===== config.mk =====
export PLATFORM = sky130hd
export DESIGN_NAME = boot_loader
export DESIGN_NICKNAME = d
export VERILOG_FILES = /design/src/rtl/boot_loader.sv
export SDC_FILE = /design/constraint.sdc
export NUM_CORES = 1
export LEC_CHECK = 0
export CAP_MARGIN = 10
export CORE_ASPECT_RATIO = 0.8
export CORE_MARGIN = 1
export CORE_UTILIZATION = 30
export DETAILED_ROUTE_END_ITERATION = 16
export GPL_ROUTABILITY_DRIVEN = 0
export PLACE_DENSITY = 0.49
export SKIP_CTS_REPAIR_TIMING = 1
export SLEW_MARGIN = 15
export SYNTH_ARGS = -nofsm -noshare
export SYNTH_HDL_FRONTEND = slang
export SYNTH_SLANG_ARGS = --single-unit

===== constraint.sdc =====
create_clock -name clk -period 4.9 [get_ports clk]
set_input_delay 0.98 -clock clk [delete_from_list [all_inputs] [get_ports clk]]
set_output_delay 0.98 -clock clk [all_outputs]
set_load 0.02 [all_outputs]

===== src/rtl/boot_loader.sv =====
// Byte-stream program loader: parses MAGIC/LEN/words/checksum frames, writes the
// instruction ROM and releases the CPU reset only after a verified image.
module boot_loader #(
  parameter int unsigned ADDR_WIDTH = 8,
  parameter logic [7:0]  MAGIC      = 8'hA5
) (
  input  logic                  clk,
  input  logic                  rst,
  input  logic [7:0]            rx_data,
  input  logic                  rx_valid,
  output logic                  rx_ready,
  output logic                  rom_we,
  output logic [ADDR_WIDTH-1:0] rom_addr,
  output logic [15:0]           rom_wdata,
  output logic                  cpu_rst,
  output logic                  load_done,
  output logic                  load_error
);

  // Largest legal frame length (full ROM depth); assumes ADDR_WIDTH <= 16.
  localparam logic [16:0] MaxLen = 17'(1) << ADDR_WIDTH;

  typedef enum logic [2:0] {
    StIdle, StLenHi, StLenLo, StDataHi, StDataLo, StCheck, StDone, StError
  } state_e;

  state_e                  state_q, state_d;
  logic [15:0]             len_q, len_d;
  logic [16:0]             count_q, count_d;
  logic [7:0]              csum_q, csum_d;
  logic [7:0]              hi_q, hi_d;
  logic                    rom_we_q, rom_we_d;
  logic [ADDR_WIDTH-1:0]   rom_addr_q, rom_addr_d;
  logic [15:0]             rom_wdata_q, rom_wdata_d;
  logic                    cpu_rst_q, cpu_rst_d;
  logic                    load_done_q, load_done_d;
  logic                    load_error_q, load_error_d;
  logic                    accept;

  assign rx_ready   = (state_q != StDone);
  assign accept     = rx_valid && rx_ready;
  assign rom_we     = rom_we_q;
  assign rom_addr   = rom_addr_q;
  assign rom_wdata  = rom_wdata_q;
  assign cpu_rst    = cpu_rst_q;
  assign load_done  = load_done_q;
  assign load_error = load_error_q;

  always_comb begin
    state_d      = state_q;
    len_d        = len_q;
    count_d      = count_q;
    csum_d       = csum_q;
    hi_d         = hi_q;
    rom_we_d     = 1'b0;
    rom_addr_d   = rom_addr_q;
    rom_wdata_d  = rom_wdata_q;
    cpu_rst_d    = cpu_rst_q;
    load_done_d  = load_done_q;
    load_error_d = load_error_q;

    if (accept) begin
      case (state_q)
        StIdle, StError: begin
          if (rx_data == MAGIC) begin
            state_d      = StLenHi;
            csum_d       = 8'h00;
            rom_addr_d   = '0;
            count_d      = '0;
            load_error_d = 1'b0;
          end
        end
        StLenHi: begin
          len_d   = {rx_data, len_q[7:0]};
          state_d = StLenLo;
        end
        StLenLo: begin
          len_d = {len_q[15:8], rx_data};
          if ((len_d == 16'h0000) || ({1'b0, len_d} > MaxLen)) begin
            state_d      = StError;
            load_error_d = 1'b1;
          end else begin
            state_d = StDataHi;
          end
        end
        StDataHi: begin
          hi_d    = rx_data;
          csum_d  = csum_q ^ rx_data;
          state_d = StDataLo;
        end
        StDataLo: begin
          csum_d      = csum_q ^ rx_data;
          rom_we_d    = 1'b1;
          rom_wdata_d = {hi_q, rx_data};
          rom_addr_d  = count_q[ADDR_WIDTH-1:0];
          count_d     = count_q + 17'd1;
          state_d     = (count_d == {1'b0, len_q}) ? StCheck : StDataHi;
        end
        StCheck: begin
          if (rx_data == csum_q) begin
            state_d     = StDone;
            load_done_d = 1'b1;
            cpu_rst_d   = 1'b0;
          end else begin
            state_d      = StError;
            load_error_d = 1'b1;
          end
        end
        default: ;
      endcase
    end
  end

  always_ff @(posedge clk or posedge rst) begin
    if (rst) begin
      state_q      <= StIdle;
      len_q        <= '0;
      count_q      <= '0;
      csum_q       <= '0;
      hi_q         <= '0;
      rom_we_q     <= 1'b0;
      rom_addr_q   <= '0;
      rom_wdata_q  <= '0;
      cpu_rst_q    <= 1'b1;
      load_done_q  <= 1'b0;
      load_error_q <= 1'b0;
    end else begin
      state_q      <= state_d;
      len_q        <= len_d;
      count_q      <= count_d;
      csum_q       <= csum_d;
      hi_q         <= hi_d;
      rom_we_q     <= rom_we_d;
      rom_addr_q   <= rom_addr_d;
      rom_wdata_q  <= rom_wdata_d;
      cpu_rst_q    <= cpu_rst_d;
      load_done_q  <= load_done_d;
      load_error_q <= load_error_d;
    end
  end

endmodule


==> results of run 1 <==
cells in the final DEF (no fill, tap or decap), types with 3 or more instances in the layout:
| master | count |
|---|---|
| sky130_fd_sc_hd__dfrtp_1 | 79 |
| sky130_fd_sc_hd__nand2_1 | 73 |
| sky130_fd_sc_hd__clkdlybuf4s50_1 | 39 |
| sky130_fd_sc_hd__nor2_1 | 25 |
| sky130_fd_sc_hd__mux2_2 | 24 |
| sky130_fd_sc_hd__o21ai_0 | 21 |
| sky130_fd_sc_hd__o21ai_1 | 20 |
| sky130_fd_sc_hd__xor2_1 | 18 |
| sky130_fd_sc_hd__xnor2_1 | 15 |
| sky130_fd_sc_hd__a22o_1 | 10 |
| sky130_fd_sc_hd__nand2b_1 | 10 |
| sky130_fd_sc_hd__a21oi_1 | 10 |
| sky130_fd_sc_hd__clkbuf_16 | 9 |
| sky130_fd_sc_hd__nand3_1 | 8 |
| sky130_fd_sc_hd__nand4_1 | 7 |
| sky130_fd_sc_hd__nor4_1 | 6 |
| sky130_fd_sc_hd__o31ai_1 | 6 |
| sky130_fd_sc_hd__buf_4 | 6 |
| sky130_fd_sc_hd__nor3_1 | 5 |
| sky130_fd_sc_hd__and4_1 | 3 |
| sky130_fd_sc_hd__o22ai_1 | 3 |
| sky130_fd_sc_hd__and3_1 | 3 |
| sky130_fd_sc_hd__inv_1 | 3 |
| sky130_fd_sc_hd__o41ai_1 | 3 |
| sky130_fd_sc_hd__clkinv_2 | 3 |
power breakdown:
| group | leakage (nW) | internal, mW | switching [mW] |
|---|---|---|---|
| clock | 0.143 | 0.397 | 0.277 |
| combinational | 0.951 | 0.156 | 0.158 |
| sequential | 1.07 | 0.747 | 0.0836 |
worst max-delay path, stage by stage:
cell and delay, ps:
sky130_fd_sc_hd__clkdlybuf4s50_1 580, sky130_fd_sc_hd__or4_4 610, sky130_fd_sc_hd__or2_4 300, sky130_fd_sc_hd__a21boi_2 190, sky130_fd_sc_hd__o211ai_2 430, sky130_fd_sc_hd__o21bai_1 330
sky130_fd_sc_hd__a22o_1 230
metal layers:
metal  vias to the layer above  share of wire [%]
li1                       1551                  -
met1                      1534                 51
met2                        61                 44
met3                         7                3.9
met4                         0               0.83
met5                         -                  0
how the worst min path moves through the flow:
stage | endpoint | cells after the start | slack, ps | start
after floorplan | rom_wdata[10]$_DFFE_PP0P_ | 2 | 430 | hi_q[2]$_DFFE_PP0P_
after global placement | rom_wdata[14]$_DFFE_PP0P_ | 2 | 450 | hi_q[6]$_DFFE_PP0P_
after detailed placement | rom_wdata[15]$_DFFE_PP0P_ | 2 | 460 | hi_q[7]$_DFFE_PP0P_
after CTS | rom_wdata[14]$_DFFE_PP0P_ | 2 | 470 | hi_q[6]$_DFFE_PP0P_
after global routing | rom_wdata[14]$_DFFE_PP0P_ | 2 | 490 | hi_q[6]$_DFFE_PP0P_
final | rom_wdata[14]$_DFFE_PP0P_ | 2 | 460 | hi_q[6]$_DFFE_PP0P_
state kept, by name, summed over array words and instances (netlist names):
register and count:
rom_addr 8, len_q 16, load_error 1, hi_q 8
load_done 1, rom_wdata 16, count_q 17, csum_q 8
state_q 3, rom_we 1, cpu_rst 1
logic make-up (layout without fill, tap and decap cells):
| logic type | count (synthesis) | count (layout) | share of synthesized area (%) |
|---|---|---|---|
| simple gates | 156 | 156 | 18.5 |
| compound gates | 93 | 93 | 14.9 |
| flops | 80 | 80 | 47.9 |
| xor+xnor | 33 | 33 | 6.91 |
| buf+inv | 33 | 67 | 4.61 |
| mux | 26 | 26 | 6.94 |
| fa+ha+maj | 1 | 1 | 0.299 |
layout make-up:
class	count	area share [%]
Multi-Input combinational cell	309	40.0
Inverter	6	0.478
Clock buffer	10	4.61
Clock inverter	6	1.31
Tap cell	180	4.53
Timing Repair Buffer	45	8.76
Sequential cell	80	40.3
through the flow:
step           total power [mW]  setup WS, ps
2_1_floorplan              1.04          1870
3_3_place_gp               1.15          1080
4_1_cts                    1.84          1430
3_5_place_dp               1.16          1080
6_report                   1.82          1460
5_1_grt                    1.92          1290
==> flow_summary_export.csv, run 1 <==
group,metric,value,unit
global_routing,grt_first_pass_wirelength,16.6,mm
final_layout,area_growth_syn_to_layout,18.8,%
clock_tree,clk_latency,330,ps
power,power-per-cell-area,366,mW/mm^2
timing,finalClockSkew,10.2,ps
timing,grt_setup_unrepaired,"false",
global_routing,number_of_global_route_vias_before_repair,3045,
setup_path,setup.worst_path.start_class,"input port",
setup_path,ff2ff_setup_slack,2220,ps
routing,drt-vias-per-instance,4.96,
logic_synthesis,postSynth.topFlopCell,"sky130_fd_sc_hd__dfrtp_1",
logic_synthesis,synth_top_cell_by_area,"sky130_fd_sc_hd__dfrtp_1",
status,run_status,"finished, final reports clean",
global_routing,grt_start_max_net_pins,58,
setup_path,crit_end,"count_q[15]$_DFFE_PP0P_",
global_routing,grt-ovfl-total,0,
logic_synthesis,most_frequent_cells_after_synthesis,"79 x sky130_fd_sc_hd__dfrtp_1, 73 x sky130_fd_sc_hd__nand2_1, 25 x sky130_fd_sc_hd__nor2_1, 24 x sky130_fd_sc_hd__mux2_2, 21 x sky130_fd_sc_hd__o21ai_0",
die,floorplan_die_width,134,um
timing,setup-violations-final,0,
timing,slew_viol_final,0,
global_routing,met3_usage,3.77,%
logic_synthesis,netlist_top_cells_area,"sky130_fd_sc_hd__dfrtp_1 47%, sky130_fd_sc_hd__nand2_1 6.5%, sky130_fd_sc_hd__mux2_2 6.5%",
routing,drt_first_pass_iters,4,
clock_tree,cts_root_buf,"sky130_fd_sc_hd__clkbuf_16",
global_routing,met2_usage,21.5,%
final_layout,post_layout_inst_area,0.00497,mm^2
die,io-pin-count,40,
logic_synthesis,synthesis.nets,434,
setup_path,critPathArrivalTime,3660,ps
power,total_leakage_power,2.16,nW
timing,hold_vio_cnt_final,0,
placed_design,port-buffer-count,39,
logic_synthesis,synth_seq_area_share,47.9,%
timing,max_freq,291,MHz
die,die_ar,0.0144,mm^2
setup_path,timing.critical_path.required,5120,ps
timing,timing.hold.ws,462,ps
setup_path,worst_r2r_startpoint,"count_q[0]$_DFFE_PP0P_",
final_layout,postLayoutCoreUtil,36.5,%
timing,relSlewSlack,30.4,%
logic_synthesis,synth-edff-count,0,
clock_tree,cts_tree,"yes",
timing,setup_total_negative_slack,0,ps
placed_design,dpl.hpwl,6.65,mm
logic_synthesis,yosysMostFrequentCell,"sky130_fd_sc_hd__dfrtp_1",
setup_path,critPathLaunch,"rx_data[3]",
routing,route.antenna.remaining_nets,0,
logic_synthesis,yosys_warnings,0,
placed_design,place_area,0.00468,mm^2
final_layout,stdcell_count,636,
die,coreArea,0.0136,mm^2
routing,detailroute.via_count,3153,
final_layout,filler_cell_count,1362,
final_layout,multi_input_comb_area,0.00199,mm^2
clock_tree,cts-buffers-inserted,9,
routing,detail_route.wirelength,9.83,mm
die,die_height,108,um
die,start_util,30.8,%
min_path,worst_hold_path_type,"reg2reg",
logic_synthesis,ys_async_sr_fraction,100,%
logic_synthesis,synth_cell_type_count,61,
placed_design,dp.cells,620,
global_routing,antenna_found_initial,0,
global_routing,busiest_layer,"met1",
final_layout,antennaDiodeCount,0,
final_layout,final_nets,463,
logic_synthesis,syn_inst,422,
logic_synthesis,synth_top_area_share,47.2,%
global_routing,gr-usage-all-layers,14.9,%
final_layout,sequential_cell_area,0.00200,mm^2
power,vdd_ir_drop_max,0.190,mV
routing,drt-initial-drc-count,168,
global_routing,use_met1,22.1,%
clock_tree,level_count_of_the_clock_h_tree,3,
setup_path,crit_path_end_kind,"register",
timing,tightest_slew,1040,ps
job,maxCapViolations,0,
logic_synthesis,syn-cell-area,0.00418,mm^2
logic_synthesis,postSynthRegisterBits,80,
setup_path,path_class,"in2reg",
setup_path,regToRegEndpoint,"state_q[1]$_DFFE_PP0P_",
setup_path,worst-r2r-cell-count,7,
clock_tree,cts_max_path_buffers,2,
final_layout,layout-drive-gt1-share,13.6,%
timing,timing.final.crit_share,70.2,%
setup_path,worstPathMaxFanout,25,
routing,post-route-drc-count,0,
timing,final_period_minus_worst_setup_slack,3440,ps
clock_tree,numClockSinks,80,
clock_tree,clk_pin_slew_worst_paths,60,ps
routing,post_drt_wl_per_cell,15.4,um
die,core.rowCount,38,
logic_synthesis,postSynthAreaPerCell,9.91,um^2
Note: power is estimated with default switching activity, not from simulation.
==> run 2, diff against run 1 <==
==> constraint.sdc (replaced) <==
create_clock -name clk -period 3.27 [get_ports clk]
set_input_delay 0.654 -clock clk [delete_from_list [all_inputs] [get_ports clk]]
set_output_delay 0.654 -clock clk [all_outputs]
set_load 0.02 [all_outputs]
==> run 2 against run 1 <==
Sequential power up 50%. Total power rose by 57%. Combinational power is 53% higher. Largest cell class unchanged. Largest power group unchanged.
==> flow_summary_export.csv, run 2 (same netlist as run 1, synthesis figures left out) <==
group,metric,value,unit
placed_design,dp.cells,630,
final_layout,antennaDiodeCount,0,
routing,dr_wl_met3,579,um
routing,detail_route.wirelength,10.6,mm
placed_design,dpl.hpwl,7.10,mm
placed_design,preCtsSetupSlack,303,ps
final_layout,filler_cell_count,1399,
timing,finalClockSkew,5.33,ps
timing,grt_setup_unrepaired,"false",
final_layout,multi_input_comb_area,0.00199,mm^2
global_routing,gr-usage-all-layers,15.9,%
timing,relSlewSlack,46.8,%
die,core.rowCount,38,
setup_path,worstPathMaxFanout,10,
clock_tree,cts_max_path_buffers,2,
final_layout,final_cell_mix,"79 x sky130_fd_sc_hd__dfrtp_1, 73 x sky130_fd_sc_hd__nand2_1, 39 x sky130_fd_sc_hd__clkdlybuf4s50_1",
die,io-pin-count,40,
timing,final_period_minus_worst_setup_slack,2730,ps
final_layout,area_growth_syn_to_layout,21.9,%
clock_tree,cts_tree,"yes",
min_path,worst_hold_path_type,"reg2reg",
global_routing,grt_first_pass_wirelength,17.8,mm
routing,wl_met2,4.46,mm
final_layout,largest_register_ffs,17,
final_layout,post_layout_inst_area,0.00510,mm^2
power,power-per-cell-area,561,mW/mm^2
die,floorplan_die_width,134,um
final_layout,sequential_cell_area,0.00200,mm^2
clock_tree,clk_pin_slew_worst_paths,60,ps
placed_design,port-buffer-count,39,
timing,slew_viol_final,0,
die,start_util,30.8,%
power,power,2.86,mW
routing,drt-initial-drc-count,247,
timing,timing.final.crit_share,83.6,%
global_routing,number_of_global_route_vias_before_repair,3203,
final_layout,layout-drive-gt1-share,15.7,%
power,vdd_ir_drop_max,0.281,mV
timing,setup-violations-final,0,
global_routing,antenna_found_initial,0,
routing,routedLengthMet1,5.43,mm
setup_path,crit_path_end_kind,"output port",
setup_path,timing.critical_path.required,2620,ps
timing,fin_ws,538,ps
timing,hold_vio_cnt_final,0,
routing,drt_first_pass_iters,4,
global_routing,grt_start_max_net_pins,45,
setup_path,path_class,"reg2out",
final_layout,stdcell_count,646,
die,coreArea,0.0136,mm^2
clock_tree,cts_root_buf,"sky130_fd_sc_hd__clkbuf_16",
routing,dr.max_layer_used,"met4",
timing,max_freq,366,MHz
routing,drt-vias-per-instance,5.00,
timing,setup_total_negative_slack,0,ps
die,die_ar,0.0144,mm^2
timing,timing.hold.ws,466,ps
timing,tightest_slew,798,ps
setup_path,setup.worst_path.start_class,"register",
final_layout,largest_register,"count_q",
routing,detailroute.via_count,3231,
final_layout,final_nets,473,
clock_tree,clk_latency,330,ps
global_routing,grt-ovfl-total,0,
routing,post_drt_wl_per_cell,16.4,um
final_layout,postLayoutCoreUtil,37.5,%
power,total_leakage_power,2.24,nW
placed_design,place_area,0.00476,mm^2
setup_path,critPathArrivalTime,2080,ps
clock_tree,level_count_of_the_clock_h_tree,3,
clock_tree,cts-buffers-inserted,9,
job,maxCapViolations,0,
status,run_status,"finished, final reports clean",
die,die_height,108,um
routing,post-route-drc-count,0,
clock_tree,numClockSinks,80,
final_layout,layout_commonest_cell,"sky130_fd_sc_hd__dfrtp_1",
routing,route.antenna.remaining_nets,0,
run 2: changes by cell type in the layout (fill, tap and decap cells not counted), sizes merged:
cell      change
clkinvlp      -1
clkbuf        +1
bufinv        +1
buf          +10
inv           -1
run 2: layout make-up:
| class | count | area share (%) |
|---|---|---|
| sequential | 80 | 39.3 |
| timing repair buffer | 55 | 10.3 |
| clock buffer | 11 | 4.95 |
| inverter | 6 | 0.466 |
| tap | 180 | 4.41 |
| clock inverter | 5 | 1.69 |
| multi-input combinational | 309 | 39.0 |
run 2: worst paths after layout:
kind	from	endpoint	slack (ps)	depth (start not counted)
min in group asynchronous	rst	rom_wdata[13]$_DFFE_PP0P_	760	2
max in group asynchronous	rst	cpu_rst$_DFFE_PP1P_	1770	3
min reg2reg	hi_q[4]$_DFFE_PP0P_	rom_wdata[12]$_DFFE_PP0P_	470	2
max	state_q[2]$_DFFE_PP0P_	rx_ready	540	4
min	hi_q[4]$_DFFE_PP0P_	rom_wdata[12]$_DFFE_PP0P_	470	2
max reg2reg	count_q[0]$_DFFE_PP0P_	state_q[1]$_DFFE_PP0P_	590	7
run 2: worst max-delay path: stages, from the launching register on:
cell	delay, ps
sky130_fd_sc_hd__dfrtp_1	560
sky130_fd_sc_hd__clkinv_1	330
sky130_fd_sc_hd__nor2_1	220
sky130_fd_sc_hd__nand2_1	70
sky130_fd_sc_hd__clkdlybuf4s50_1	570
run 2: report_power, final:
| part | internal, mW | switching, mW | leakage (nW) |
|---|---|---|---|
| sequential | 1.12 | 0.126 | 1.07 |
| combinational | 0.242 | 0.239 | 1.00 |
| clock | 0.716 | 0.418 | 0.166 |
| total | 2.08 | 0.783 | 2.24 |
run 2: layer usage:
metal	track usage, %	vias up
met5	0	-
met4	4.17	0
met3	3.91	10
met2	22.6	67
met1	23.8	1580
li1	-	1574
==> run 3, diff against run 2 <==
==> constraint.sdc (replaced) <==
create_clock -name clk -period 2.6 [get_ports clk]
set_input_delay 0.52 -clock clk [delete_from_list [all_inputs] [get_ports clk]]
set_output_delay 0.52 -clock clk [all_outputs]
set_load 0.02 [all_outputs]
==> run 3 against run 2 <==
Global-route usage about the same. Critical path depth increased by 3. Combinational power increased by 43%. Critical path type is now reg2reg. Worst setup slack got worse by 390 ps. First-iteration DRC count decreased by 34%. Cell area increased by 2.5%. Clock-buffer cell count decreased by 1. Hold slack got worse by 93 ps. Total power increased by 20%. Sequential share of layout area decreased by 0.94 points. Routed wire length increased by 0.19%.
==> flow_summary_export.csv, run 3 (same netlist as run 1, synthesis figures left out) <==
group,metric,value,unit
setup_path,setup.worst_path.start_class,"register",
setup_path,path_cells,"ha_1, xnor2_1, xnor2_1, a2111oi_2, nand3_1, or4_4, o41a_1",
setup_path,crit_path_end_kind,"register",
clock_tree,cts-buffers-inserted,9,
die,io-pin-count,40,
global_routing,grt-ovfl-total,0,
clock_tree,level_count_of_the_clock_h_tree,3,
setup_path,critical-path-top-cell-by-count,"sky130_fd_sc_hd__xnor2_1",
timing,setup_total_negative_slack,0,ps
setup_path,critPathArrivalTime,2660,ps
timing,slew_viol_final,0,
final_layout,largest_register_ffs,17,
clock_tree,numClockSinks,80,
routing,drt_first_pass_iters,4,
final_layout,filler_cell_count,1402,
placed_design,preCtsSetupSlack,-168,ps
timing,timing.final.crit_share,94.2,%
final_layout,final_cell_mix,"79 x sky130_fd_sc_hd__dfrtp_1, 73 x sky130_fd_sc_hd__nand2_1, 39 x sky130_fd_sc_hd__clkdlybuf4s50_1",
clock_tree,cts_root_buf,"sky130_fd_sc_hd__clkbuf_16",
timing,setup-violations-final,0,
routing,route.antenna.remaining_nets,0,
die,floorplan_die_width,134,um
routing,detailroute.via_count,3271,
clock_tree,clk_pin_slew_worst_paths,70,ps
routing,detail_route.wirelength,10.6,mm
global_routing,busiest_layer,"met2",
timing,finalClockSkew,5.79,ps
setup_path,timing.critical_path.required,2810,ps
routing,post_drt_wl_per_cell,16.0,um
timing,hold_vio_cnt_final,0,
status,run_status,"finished, final reports clean",
global_routing,grt_first_pass_wirelength,17.7,mm
setup_path,worstPathMaxFanout,5,
global_routing,met3_usage,4.14,%
min_path,worst_hold_path_type,"in2async",
power,power-per-cell-area,655,mW/mm^2
timing,fin_ws,152,ps
routing,drt-initial-drc-count,163,
placed_design,dpl.hpwl,7.32,mm
final_layout,layout-drive-gt1-share,19.4,%
power,power,3.42,mW
timing,relSlewSlack,64.8,%
clock_tree,cts_tree,"yes",
global_routing,use_met1,22.7,%
die,coreArea,0.0136,mm^2
power,total_leakage_power,2.33,nW
clock_tree,cts_max_path_buffers,2,
final_layout,largest_register,"count_q",
timing,max_freq,408,MHz
global_routing,antenna_found_initial,0,
power,vdd_ir_drop_max,0.328,mV
final_layout,final_nets,491,
timing,final_period_minus_worst_setup_slack,2450,ps
timing,timing.hold.ws,372,ps
routing,drt-vias-per-instance,4.93,
timing,tightest_slew,529,ps
global_routing,gr-usage-all-layers,15.9,%
global_routing,grt_start_max_net_pins,47,
setup_path,path_class,"reg2reg",
final_layout,area_growth_syn_to_layout,24.9,%
die,start_util,30.8,%
clock_tree,clk_latency,340,ps
die,core.rowCount,38,
placed_design,port-buffer-count,39,
job,maxCapViolations,0,
die,die_height,108,um
final_layout,layout_commonest_cell,"sky130_fd_sc_hd__dfrtp_1",
routing,post-route-drc-count,0,
setup_path,timing.critical_path.slowest_stage_cell,"sky130_fd_sc_hd__or4_4",
setup_path,critical-path-max-stage-delay,530,ps
global_routing,met2_usage,23.7,%
final_layout,antennaDiodeCount,0,
die,die_ar,0.0144,mm^2
global_routing,number_of_global_route_vias_before_repair,3235,
setup_path,worst-r2r-cell-count,7,
==> run 3: cell types whose count changed in the layout (fill, tap and decap cells not counted), sizes merged <==
| cell | previous run | this run |
|---|---|---|
| buf | 16 | 34 |
| clkbuf | 11 | 10 |
| clkinv | 5 | 7 |
| bufinv | 2 | 0 |
| clkinvlp | 0 | 1 |
==> run 3: per-stage QoR <==
| step | instance area [um^2] | utilization [%] | cells |
|---|---|---|---|
| 2_1_floorplan | 4180 | - | 422 |
| 3_3_place_gp | 4920 | 36.2 | 648 |
| 3_5_place_dp | 4920 | 36.2 | 648 |
| 4_1_cts | 5210 | 38.3 | 664 |
| 5_1_grt | 5230 | 38.4 | 664 |
| 6_report | 5230 | 38.4 | 664 |
==> run 3: power by group <==
| group | internal (mW) | switching (mW) |
|---|---|---|
| clock | 0.676 | 0.534 |
| sequential | 1.41 | 0.120 |
| combinational | 0.333 | 0.353 |
==> run 3: path summary, 6_finish.rpt <==
check,to,slack (ps),start
worst max-delay path,state_q[1]$_DFFE_PP0P_,150,count_q[0]$_DFFE_PP0P_
worst min-delay path,rom_addr[1]$_DFFE_PP0P_,370,rst
worst max register to register,state_q[1]$_DFFE_PP0P_,150,count_q[0]$_DFFE_PP0P_
worst min register to register,load_done$_DFFE_PP0P_,470,load_done$_DFFE_PP0P_
max in group asynchronous,cpu_rst$_DFFE_PP1P_,1580,rst
min in group clk,load_done$_DFFE_PP0P_,470,load_done$_DFFE_PP0P_
==> run 3: routing by layer <==
metal	wire, um	part of all wire, %
met5	0	0
met4	127	1.2
met3	424	4.0
met2	4570	43
met1	5480	52
==> run 3: layout make-up <==
type,instances,area (um^2),share of cell area [%]
Tap cell,180,225,4.31
Timing Repair Buffer,73,683,13.1
Clock inverter,6,43.8,0.838
Sequential cell,80,2000,38.3
Multi-Input combinational cell,309,2010,38.4
Inverter,6,23.8,0.455
Clock buffer,10,239,4.57
==> run 3: worst max-delay path, delay by kind of cell (launching register included) <==
family | cells | cell delay [ps]
AO/OA/AOI/OAI | 2 | 660
XOR/XNOR | 2 | 310
adder cells (fa/ha/maj) | 1 | 290
flip-flops | 1 | 380
AND/OR/NAND/NOR | 2 | 680
